[config.mk]
export PLATFORM = sky130hd
export DESIGN_NAME = mem_load_wb_stage
export DESIGN_NICKNAME = d
export VERILOG_FILES = /design/src/rtl/mem_load_wb_stage.sv
export SDC_FILE = /design/constraint.sdc
export NUM_CORES = 1
export LEC_CHECK = 0
export BUFFER_PORTS_ARGS = -buffer_cell sky130_fd_sc_hd__buf_2
export CAP_MARGIN = 15
export CORE_ASPECT_RATIO = 1.4
export CORE_UTILIZATION = 47
export CTS_BUF_LIST = sky130_fd_sc_hd__clkbuf_8
export CTS_CLUSTER_DIAMETER = 80
export CTS_CLUSTER_SIZE = 24
export DETAILED_ROUTE_END_ITERATION = 16
export PLACE_DENSITY = 0.78
export SYNTH_ARGS = -nofsm -noshare
export SYNTH_HDL_FRONTEND = slang
export SYNTH_SLANG_ARGS = --single-unit
[constraint.sdc]
create_clock -name clk -period 2 [get_ports clk]
set_input_delay 0.2 -clock clk [delete_from_list [all_inputs] [get_ports clk]]
set_output_delay 0.2 -clock clk [all_outputs]
set_load 0.02 [all_outputs]
[src/rtl/mem_load_wb_stage.sv]
// MEM-stage load path: issues word-aligned reads to a variable-latency data memory,
// extracts/extends the loaded value and registers the MEM/WB record. Optional macro: LOAD_MISALIGN_TRAP_EN.
module mem_load_wb_stage #(
  parameter int MAX_WAIT   = 255,
  parameter bit BIG_ENDIAN = 1'b0
) (
  input  logic        clk,
  input  logic        rst_n,
  input  logic        req_valid,
  output logic        req_ready,
  input  logic        flush,
  input  logic [31:0] ex_mem_alu_out,
  input  logic        ex_mem_ctrl_mem_to_reg,
  input  logic [2:0]  ex_mem_ctrl_load_type,
  input  logic        ex_mem_ctrl_reg_write,
  input  logic [4:0]  ex_mem_rd,
  output logic        dmem_rd_req,
  output logic [31:0] dmem_rd_addr,
  input  logic        dmem_rd_valid,
  input  logic [31:0] dmem_rd_data,
  output logic        wb_valid,
  output logic        wb_reg_write,
  output logic [4:0]  wb_rd,
  output logic [31:0] wb_data,
  output logic        bus_err,
  output logic        addr_err
);

  typedef enum logic [1:0] {IDLE, WAIT, DRAIN} state_t;

  localparam logic [7:0] WD_LAST = 8'(MAX_WAIT - 1);

  state_t      state, state_nx;
  logic [7:0]  cnt, cnt_nx;
  logic        rd_req_nx, wb_valid_nx, wb_we_nx, bus_err_nx, addr_err_nx;
  logic [4:0]  wb_rd_nx;
  logic [31:0] wb_data_nx, rd_addr_nx;
  logic        accept, misalign, latch_en;

  logic [1:0]  ld_off_p0;
  logic [2:0]  ld_type_p0;
  logic [4:0]  ld_rd_p0;
  logic        ld_we_p0;

  function automatic logic [31:0] extract_load(input logic [31:0] word,
                                               input logic [1:0]  off,
                                               input logic [2:0]  typ);
    logic [1:0]  k;
    logic        hs;
    logic [7:0]  b;
    logic [15:0] h;
    k  = BIG_ENDIAN ? ~off : off;
    hs = BIG_ENDIAN ? ~off[1] : off[1];
    b  = word[{k, 3'b000} +: 8];
    h  = word[{hs, 4'b0000} +: 16];
    case (typ)
      3'd0:    return {{24{b[7]}}, b};
      3'd1:    return {24'b0, b};
      3'd2:    return {{16{h[15]}}, h};
      3'd3:    return {16'b0, h};
      default: return word;
    endcase
  endfunction

  assign req_ready = (state == IDLE);
  assign accept    = req_valid && req_ready && !flush;

`ifdef LOAD_MISALIGN_TRAP_EN
  always_comb begin
    misalign = 1'b0;
    if (ex_mem_ctrl_load_type == 3'd2 || ex_mem_ctrl_load_type == 3'd3)
      misalign = ex_mem_alu_out[0];
    else if (ex_mem_ctrl_load_type >= 3'd4)
      misalign = |ex_mem_alu_out[1:0];
  end
`else
  assign misalign = 1'b0;
`endif

  always_comb begin
    state_nx    = state;
    cnt_nx      = cnt;
    rd_req_nx   = 1'b0;
    rd_addr_nx  = dmem_rd_addr;
    wb_valid_nx = 1'b0;
    wb_we_nx    = 1'b0;
    wb_rd_nx    = wb_rd;
    wb_data_nx  = wb_data;
    bus_err_nx  = 1'b0;
    addr_err_nx = 1'b0;
    latch_en    = 1'b0;
    case (state)
      IDLE: begin
        if (accept) begin
          if (!ex_mem_ctrl_mem_to_reg || misalign) begin
            // Non-loads and trapped loads both retire on the next edge without memory.
            wb_valid_nx = 1'b1;
            wb_we_nx    = !ex_mem_ctrl_mem_to_reg && ex_mem_ctrl_reg_write && (ex_mem_rd != 5'd0);
            wb_rd_nx    = ex_mem_rd;
            wb_data_nx  = ex_mem_alu_out;
            addr_err_nx = ex_mem_ctrl_mem_to_reg;
          end else begin
            state_nx   = WAIT;
            cnt_nx     = 8'd0;
            rd_req_nx  = 1'b1;
            rd_addr_nx = {ex_mem_alu_out[31:2], 2'b00};
            latch_en   = 1'b1;
          end
        end
      end
      WAIT, DRAIN: begin
        if (dmem_rd_valid) begin
          state_nx = IDLE;
          if (state == WAIT && !flush) begin
            wb_valid_nx = 1'b1;
            wb_we_nx    = ld_we_p0;
            wb_rd_nx    = ld_rd_p0;
            wb_data_nx  = extract_load(dmem_rd_data, ld_off_p0, ld_type_p0);
          end
        end else if (cnt == WD_LAST) begin
          state_nx = IDLE;
          if (state == WAIT && !flush) begin
            wb_valid_nx = 1'b1;
            wb_rd_nx    = ld_rd_p0;
            bus_err_nx  = 1'b1;
          end
        end else begin
          cnt_nx = cnt + 8'd1;
          if (flush) state_nx = DRAIN;
        end
      end
      default: state_nx = IDLE;
    endcase
  end

  always_ff @(posedge clk or negedge rst_n) begin
    if (!rst_n) begin
      state        <= IDLE;
      cnt          <= 8'd0;
      dmem_rd_req  <= 1'b0;
      dmem_rd_addr <= 32'd0;
      wb_valid     <= 1'b0;
      wb_reg_write <= 1'b0;
      wb_rd        <= 5'd0;
      wb_data      <= 32'd0;
      bus_err      <= 1'b0;
      addr_err     <= 1'b0;
    end else begin
      state        <= state_nx;
      cnt          <= cnt_nx;
      dmem_rd_req  <= rd_req_nx;
      dmem_rd_addr <= rd_addr_nx;
      wb_valid     <= wb_valid_nx;
      wb_reg_write <= wb_we_nx;
      wb_rd        <= wb_rd_nx;
      wb_data      <= wb_data_nx;
      bus_err      <= bus_err_nx;
      addr_err     <= addr_err_nx;
    end
  end

  // Load issue boundary: record captured for use when the response arrives.
  always_ff @(posedge clk) begin
    if (latch_en) begin
      ld_off_p0  <= ex_mem_alu_out[1:0];
      ld_type_p0 <= ex_mem_ctrl_load_type;
      ld_rd_p0   <= ex_mem_rd;
      ld_we_p0   <= ex_mem_ctrl_reg_write && (ex_mem_rd != 5'd0);
    end
  end

endmodule
==> results of run 1 <==
[layout make-up]
cell class | count | area share
Sequential cell | 92 | 0.391
Tap cell | 132 | 0.0274
Clock buffer | 10 | 0.0228
Inverter | 11 | 0.00685
Clock inverter | 6 | 0.00976
Multi-Input combinational cell | 294 | 0.359
Timing Repair Buffer | 189 | 0.183
[critical path, stage by stage (launching register included)]
cell                      delay, ps
sky130_fd_sc_hd__dfrtp_1        420
sky130_fd_sc_hd__inv_2           90
sky130_fd_sc_hd__ha_4           210
sky130_fd_sc_hd__nand2_1         90
sky130_fd_sc_hd__o21ai_0         80
sky130_fd_sc_hd__buf_4          170
sky130_fd_sc_hd__or4b_2         630
sky130_fd_sc_hd__a21oi_2        170
[metal layers]
| metal | up-vias | share of wire |
|---|---|---|
| met4 | 0 | 0.044 |
| met3 | 43 | 0.074 |
| met1 | 2141 | 0.38 |
| met5 | - | 0 |
| met2 | 258 | 0.50 |
| li1 | 1974 | - |
[timing repair]
action / 4_1_cts / 5_1_grt
gates resized for setup: 2 / 9
endpoints found under the hold margin: 83 / 0
setup endpoints to repair: 18 / 35
hold buffers: 3 / 0
[power groups by stage]
| stage | Combinational (mW) | Sequential [mW] | Clock [mW] |
|---|---|---|---|
| global placement | 4.77 | 3.05 | 0 |
| CTS | 4.99 | 3.06 | 1.29 |
| global route | 5.41 | 3.13 | 1.36 |
| floorplan | 2.34 | 3.88 | 0 |
| detailed placement | 4.94 | 3.08 | 0 |
| finish | 5.05 | 3.06 | 1.27 |
[layout by cell type, fill, tap and decap left out, drive strengths merged, types with 6 or more instances in the layout]
cell     count
buf        186
dfrtp       81
o21ai       33
nor2        32
mux2        30
o31ai       28
a221oi      25
nand2       20
a21oi       19
mux2i       16
a31oi       12
inv         12
edfxtp      11
clkbuf      10
a22o         8
or3          7
o2111ai      6
[flip-flops by register name, summed over array words and instances (netlist names)]
signal and count:
bus_err 1, cnt 8, dmem_rd_addr 30, dmem_rd_req 1, ld_off_p0 2, ld_rd_p0 5, ld_type_p0 3, ld_we_p0 1
state 2, wb_data 32, wb_rd 5, wb_reg_write 1, wb_valid 1
[cell families after synthesis]
logic type / after synthesis / share of synthesized area
flip-flops: 92 / 0.505
other: 1 / 0.000804
adder cells (fa/ha/maj): 5 / 0.0134
buffers and inverters: 48 / 0.0453
AO/OA/AOI/OAI: 146 / 0.221
AND/OR/NAND/NOR: 93 / 0.102
multiplexers: 47 / 0.112
[synthesized netlist by cell type, types with 2 or more instances]
library cell | count | area [µm²]
sky130_fd_sc_hd__dfrtp_1 | 81 | 2030
sky130_fd_sc_hd__o21ai_0 | 33 | 165
sky130_fd_sc_hd__nor2_1 | 32 | 120
sky130_fd_sc_hd__mux2_2 | 30 | 338
sky130_fd_sc_hd__o31ai_1 | 28 | 210
sky130_fd_sc_hd__a221oi_1 | 24 | 210
sky130_fd_sc_hd__clkbuf_1 | 22 | 82.6
sky130_fd_sc_hd__a21oi_1 | 19 | 95.1
sky130_fd_sc_hd__nand2_1 | 19 | 71.3
sky130_fd_sc_hd__mux2i_1 | 16 | 160
sky130_fd_sc_hd__a31oi_1 | 12 | 75.1
sky130_fd_sc_hd__edfxtp_1 | 11 | 330
sky130_fd_sc_hd__inv_1 | 10 | 37.5
sky130_fd_sc_hd__a22o_1 | 8 | 70.1
sky130_fd_sc_hd__or3_1 | 7 | 43.8
sky130_fd_sc_hd__buf_1 | 6 | 22.5
sky130_fd_sc_hd__o2111ai_1 | 6 | 52.6
sky130_fd_sc_hd__ha_1 | 5 | 62.6
sky130_fd_sc_hd__nand3_1 | 5 | 25.0
sky130_fd_sc_hd__or4_1 | 5 | 37.5
sky130_fd_sc_hd__buf_2 | 4 | 20.0
sky130_fd_sc_hd__nand4_1 | 4 | 25.0
sky130_fd_sc_hd__buf_4 | 3 | 22.5
sky130_fd_sc_hd__nand2b_1 | 3 | 18.8
sky130_fd_sc_hd__nor2b_1 | 3 | 18.8
sky130_fd_sc_hd__a211oi_1 | 2 | 15.0
sky130_fd_sc_hd__and2_1 | 2 | 12.5
sky130_fd_sc_hd__and3b_1 | 2 | 17.5
sky130_fd_sc_hd__buf_6 | 2 | 22.5
sky130_fd_sc_hd__nor3_1 | 2 | 10.0
sky130_fd_sc_hd__nor3b_1 | 2 | 15.0
sky130_fd_sc_hd__o21a_1 | 2 | 15.0
sky130_fd_sc_hd__o41ai_1 | 2 | 17.5
sky130_fd_sc_hd__or2_2 | 2 | 12.5
sky130_fd_sc_hd__or4b_2 | 2 | 20.0
[stage by stage]
stage,instances,power (mW),util
6_report,734,9.38,0.630
5_1_grt,734,9.90,0.630
4_1_cts,734,9.34,0.626
3_5_place_dp,715,8.02,0.601
3_3_place_gp,715,7.82,0.601
2_1_floorplan,434,6.23,-
[worst paths after layout]
| kind | start | end | slack, ps | cells past startpoint |
|---|---|---|---|---|
| max | state[1]$_DFFE_PN0P_ | cnt[6]$_DFFE_PN0P_ | 70 | 7 |
| min | ex_mem_ctrl_load_type[1] | ld_type_p0[1]$_DFFE_PP_ | 40 | 1 |
| max reg2reg | state[1]$_DFFE_PN0P_ | cnt[6]$_DFFE_PN0P_ | 70 | 7 |
| min reg2reg | dmem_rd_addr[7]$_DFFE_PN0P_ | dmem_rd_addr[7]$_DFFE_PN0P_ | 510 | 1 |
| max in group asynchronous | rst_n | cnt[0]$_DFFE_PN0P_ | 1250 | 3 |
| min in group asynchronous | rst_n | wb_data[29]$_DFFE_PN0P_ | 390 | 3 |
==> metrics.md, run 1 <==
| Metric | Value |
|---|---|
| Outcome | finished, final reports clean |
| DP HPWL | ~10000 µm |
| Final setup TNS | 0 ps |
| Busiest metal layer after global routing | met2 |
| Number of nets in the final layout | approximately 680 |
| Area of the multi-input gates | roughly 2200 µm² |
| Clock transition at the registers of the reported paths | 80 ps |
| Global-route track usage on met1 | 0.337 |
| Share of the yosys chip area belonging to registers | 0.505 |
| Total wire length after detailed routing | 14000 µm |
| Top_reg_cell synth | sky130_fd_sc_hd__dfrtp_1 |
| Global routing met3 resource utilization | 0.0530 |
| Number of diodes | 0 |
| Number of port buffers | 150 |
| Number of maximum-capacitance violations | 0 |
| Period utilisation layout | 0.963 |
| Slew Viols, Final | 0 |
| Crit path required time | 2300 ps |
| Placeable core area | 9560 µm² |
| Fin crit period | 1930 ps |
| Horizontal extent of the die | between 80 and 90 µm |
| Largest clock skew in the final design | approximately 10 ps |
| Reg area | 2360 µm² |
| Mean instance size in the synthesized netlist | 10.8 µm² |
| Area of the mapped netlist | 4670 µm² |
| Post-detailed-placement cell area | 5740 µm² |
| Data arrival time of the critical path | 2230 ps |
| Total number of clock tree sinks | 92 |
| Flop and latch count out of synthesis | approximately 90 |
| Seq pwr share | 0.326 |
| Core Rows | 42 |
| Antenna-violating nets left | 0 |
| Level count of the clock H-tree | 3 |
| Area growth from synthesis to layout | 29.1% |
| Total setup buffers inserted after CTS | 0 |
| Die Span Y | 120 µm |
| RSZ-0062 raised after global routing | true |
| First DRT Iteration DRCs | 321 |
| Switching fraction of total power | 0.445 |
| Worst Path Class, Setup | reg2reg |
| Clock latency at the later pin of the worst-skew pair | between 300 and 400 ps |
| Tot GR Track Use | 0.278 |
| Top achievable clock speed | 519 MHz |
| EDFF count, synth | 11 |
| Met2 track demand over resource | 0.457 |
| Cell variety after synth | 51 |
| Post-placement setup slack | -221 ps |
| Number of filler instances in the final layout | 832 |
| Number of remaining DRC errors | 0 |
| Hold Vio Cnt, Final | 0 |
| Internal power of the cells | 5.21 mW |
| Critical path endpoint category | flip-flop |
| Post-detailed-route wirelength per cell | 19.1 µm |
| Clock buffer depth | 2 |
| Number of ports placed on the die boundary | between 150 and 200 |
| Clock tree from TritonCTS | yes |
| Worst-case setup margin in the final layout | 74.3 ps |
| Worst rel slew slack | 0.613 |
| Worst-path fanout max | 10 |
| Post-synthesis instance total | 432 |
| Global-route wire length before repair | 21800 µm |
| Avg Vias per Cell | 6.02 |
| Leakage | 2.75 nW |
| Minimum hold slack | around 36 ps |
| Iteration count of the initial detailed-routing pass | 5 |
| Share of cells above drive strength 1 | 0.414 |
| Clk Tree Root Cell | sky130_fd_sc_hd__clkbuf_8 |
| Reported net switching power | 4.17 mW |
| Pwr/cell area | 1560 nW/µm² |
| Full die area | just over 10000 µm² |
| RD Place Congestion | 0.899 |
| Clock share of power | 0.136 |
| Yosys Warn Count | 0 |
| Setup crit start kind | flip-flop |
| Transition time of the tightest slew-check pin | 579 ps |
| Maximum VDD drop | 0.000927 V |
| Summed area of non-filler cells in the final layout | 6030 µm² |
| Inserted Clock Buffers | 9 |
| Vias in the first global route | ~4300 |
| Comb pwr share | 0.538 |
| Total congestion overflow after global routing | 0 |
| Final setup violation count | 0 |
| Proportion of register bits with asynchronous set or reset after synthesis | 0.880 |
| Pin count of the biggest net entering global routing | 82 |
| Antenna violations before repair | 0 |
| Initial Util | 0.488 |
| Hold Path Class | in2reg |
| Overall via count from detail_route | 4416 |
No activity file was read; power rests on OpenSTA's default activity.
==> run 2, diff against run 1 <==
CORE_ASPECT_RATIO = unset   (was 1.4)
CORE_UTILIZATION = 40   (was 47)
PLACE_DENSITY = 0.68   (was 0.78)
REMOVE_ABC_BUFFERS = 1   (was unset)
==> run 2 against run 1 <==
Against the previous run:
- the flow now finishes with violations (DRC)
- fmax decreased by 2.1%
- highest routed layer unchanged
- clock power is 20% higher
- worst setup slack got worse by 42 ps
- sequential power is essentially flat
- total power grew 6.0%
- clock-buffer cell count down 1
- via count decreased by 4.6%
==> metrics.md, run 2 (synthesis results as in run 1) <==
| Metric | Value |
|---|---|
| Reported net switching power | 4.41 mW (was 4.17 mW) |
| Final setup violation count | 0 (unchanged) |
| Slowest library cell on the worst path | sky130_fd_sc_hd__a221o_1 (was sky130_fd_sc_hd__or4b_2) |
| Top Registers | wb_data: 32 flops, dmem_rd_addr: 30 flops, cnt: 8 flops (unchanged) |
| Clock buffer depth | 2 (unchanged) |
| Number of ports placed on the die boundary | 154 (unchanged) |
| Placeable core area | 11400 µm² (was 9560 µm²) |
| RD Place Congestion | 0.880 (was 0.899) |
| Commonest non-fill, non-tap cell in the layout | sky130_fd_sc_hd__buf_2 (unchanged) |
| Register with the most flip-flops | wb_data (unchanged) |
| Total congestion overflow after global routing | 0 (unchanged) |
| Hold Startpoint | ex_mem_rd[0] (was ex_mem_ctrl_load_type[1]) |
| Number of port buffers | 150 (unchanged) |
| Comb pwr share | 0.542 (was 0.538) |
| Tot GR Track Use | 0.238 (was 0.278) |
| Outcome | finished with violations (was finished, final reports clean) |
| Initial Util | 0.410 (was 0.488) |
| Top achievable clock speed | 508 MHz (was 519 MHz) |
| Pwr/cell area | 1620 nW/µm² (was 1560 nW/µm²) |
| Start point of the critical path | state[0]$_DFFE_PN0P_ (was state[1]$_DFFE_PN0P_) |
| Full die area | 12100 µm² (was 10300 µm²) |
| Top library cells by usage in the layout, fill and taps aside | 149 x sky130_fd_sc_hd__buf_2, 81 x sky130_fd_sc_hd__dfrtp_1, 32 x sky130_fd_sc_hd__o21ai_0 (was 149 x sky130_fd_sc_hd__buf_2, 80 x sky130_fd_sc_hd__dfrtp_1, 33 x sky130_fd_sc_hd__o21ai_0, 33 x sky130_fd_sc_hd__buf_4, 32 x sky130_fd_sc_hd__nor2_1) |
| Number of filler instances in the final layout | 1036 (was 832) |
| Avg Vias per Cell | 5.66 (was 6.02) |
| Leakage | 2.75 nW (about the same) |
| Clock latency at the later pin of the worst-skew pair | 390 ps (was 380 ps) |
| Vias in the first global route | 4151 (was 4349) |
| Worst Path Class, Setup | reg2reg (unchanged) |
| Share of cells above drive strength 1 | 0.419 (was 0.414) |
| Largest clock skew in the final design | 11.0 ps (was 10.5 ps) |
| Area of the multi-input gates | 2260 µm² (was 2160 µm²) |
| RSZ-0062 raised after global routing | true (unchanged) |
| Setup crit start kind | flip-flop (unchanged) |
| Worst rel slew slack | 0.554 (was 0.613) |
| Overall via count from detail_route | 4214 (was 4416) |
| List of cells traversed by the critical path | buf_4, ha_1, nand2b_1, a221o_1, buf_4, o21ai_0, o31ai_4 (was inv_2, ha_4, nand2_1, o21ai_0, buf_4, or4b_2, a21oi_2) |
| Die Span Y | 110 µm (was 120 µm) |
| Horizontal extent of the die | 110 µm (was 86.2 µm) |
| Hold Path Class | in2reg (unchanged) |
| Finished Layout Cells | 744 (was 734) |
| Clock transition at the registers of the reported paths | 90 ps (was 80 ps) |
| Core Rows | 39 (was 42) |
| First DRT Iteration DRCs | 251 (was 321) |
| Seq pwr share | 0.306 (was 0.326) |
| Final setup TNS | 0 ps (unchanged) |
| Reg area | 2360 µm² (about the same) |
| Post-detailed-route wirelength per cell | 18.8 µm (was 19.1 µm) |
| Hold Vio Cnt, Final | 0 (unchanged) |
| Clk Tree Root Cell | sky130_fd_sc_hd__clkbuf_8 (unchanged) |
| Level count of the clock H-tree | 3 (unchanged) |
| RR Startpoint | state[0]$_DFFE_PN0P_ (was state[1]$_DFFE_PN0P_) |
| Critical path endpoint category | flip-flop (unchanged) |
| DP HPWL | 10100 µm (was 10300 µm) |
| Largest incremental delay on the critical path | 400 ps (was 630 ps) |
| Data arrival time of the critical path | 2230 ps (about the same) |
| Antenna-violating nets left | 0 (unchanged) |
| Number of remaining DRC errors | 2 (was 0) |
| Number of nets in the final layout | 680 (was 681) |
| Clock share of power | 0.153 (was 0.136) |
| Failing checks | DRC |
| Maximum VDD drop | 0.000735 V (was 0.000927 V) |
| Fin crit period | 1970 ps (was 1930 ps) |
| Area growth from synthesis to layout | 31.4% (was 29.1%) |
| Crit path required time | 2260 ps (was 2300 ps) |
| Worst-path fanout max | 13 (was 10) |
| Transition time of the tightest slew-check pin | 669 ps (was 579 ps) |
| Total wire length after detailed routing | 14000 µm (about the same) |
| Number of maximum-capacitance violations | 0 (unchanged) |
| Top cell by count, worst path | sky130_fd_sc_hd__buf_4 |
| Global-route wire length before repair | 21300 µm (was 21800 µm) |
| Antenna violations before repair | 0 (unchanged) |
| Number of flip-flops under the largest register name | 32 (unchanged) |
| Placed Instances | 718 (was 715) |
| Pin count of the biggest net entering global routing | 44 (was 82) |
| Switching fraction of total power | 0.443 (was 0.445) |
| Number of diodes | 0 (unchanged) |
| Total number of clock tree sinks | 92 (unchanged) |
| Clock tree from TritonCTS | yes (unchanged) |
| Slew Viols, Final | 0 (unchanged) |
| Inserted Clock Buffers | 9 (unchanged) |
| Iteration count of the initial detailed-routing pass | 11 (was 5) |
| Period utilisation layout | 0.984 (was 0.963) |
| Internal power of the cells | 5.54 mW (was 5.21 mW) |
## run 2: cell types whose count changed in the layout (fill, tap and decap cells not counted), moves of 3 or more
cell                      before  now
sky130_fd_sc_hd__o31ai_1      28   20
sky130_fd_sc_hd__o31ai_4       0    6
sky130_fd_sc_hd__buf_4        33   29
sky130_fd_sc_hd__buf_12        4    1
## run 2: layout make-up
cell class | count | share of cell area
timing repair buffer | 186 | 0.172
multi-input combinational | 296 | 0.368
inverter | 11 | 0.00673
clock inverter | 7 | 0.0188
tap | 143 | 0.0292
clock buffer | 9 | 0.0202
sequential | 92 | 0.384
## run 2: critical path: cells and delay by family (launching register included)
family,cells,cell delay [ps]
flip-flops,1,390
buffers and inverters,2,340
AND/OR/NAND/NOR,1,130
AO/OA/AOI/OAI,3,830
adder cells (fa/ha/maj),1,140
## run 2: power groups by stage
stage          clock network, mW  registers, mW  logic [mW]
5_1_grt                     1.64           3.14        5.86
6_report                    1.52           3.04        5.39
3_5_place_dp                   0           3.07        4.85
2_1_floorplan                  0           3.90        2.13
3_3_place_gp                   0           3.04        4.73
4_1_cts                     1.57           3.05        4.94
## run 2: metal layers
layer  wire, µm  up-vias  GRT usage
met5          0        -          0
met4        288        0     0.0971
met3       1240       23     0.0705
met2       6690      181      0.372
met1       5740     2038      0.308
li1           -     1972          -
## run 2: path summary, 6_finish.rpt
kind	slack, ps	to	cells after the start
setup / recovery	30	wb_data[13]$_DFFE_PN0P_	7
hold / removal	20	ld_rd_p0[0]$_DFFE_PP_	1
setup reg to reg	30	wb_data[13]$_DFFE_PN0P_	7
hold reg to reg	510	dmem_rd_addr[13]$_DFFE_PN0P_	1
max in group asynchronous	1060	wb_rd[2]$_DFFE_PN0P_	3
min in group asynchronous	320	dmem_rd_addr[31]$_DFFE_PN0P_	2
## run 2: repair_timing
| action | in CTS | in global routing |
|---|---|---|
| endpoints found under the hold margin | 42 | 0 |
| gates resized for setup | 1 | 25 |
| setup endpoints to repair | 1 | 58 |
| hold buffers | 5 | 0 |
| pin swaps | 2 | 2 |
| cloned | 1 | 1 |
| setup buffers | 1 | 2 |
## run 2: through the flow
step	utilization	hold WS [ps]	setup WS, ps	area [µm²]	power [mW]
floorplan	-	-95.6	-1470	4500	6.03
global placement	0.498	202	121	5660	7.77
detailed placement	0.498	211	-8.37	5660	7.92
CTS	0.525	3.41	7.19	5970	9.56
global route	0.539	3.33	-45.1	6130	10.6
finish	0.539	21.1	32.4	6130	9.95
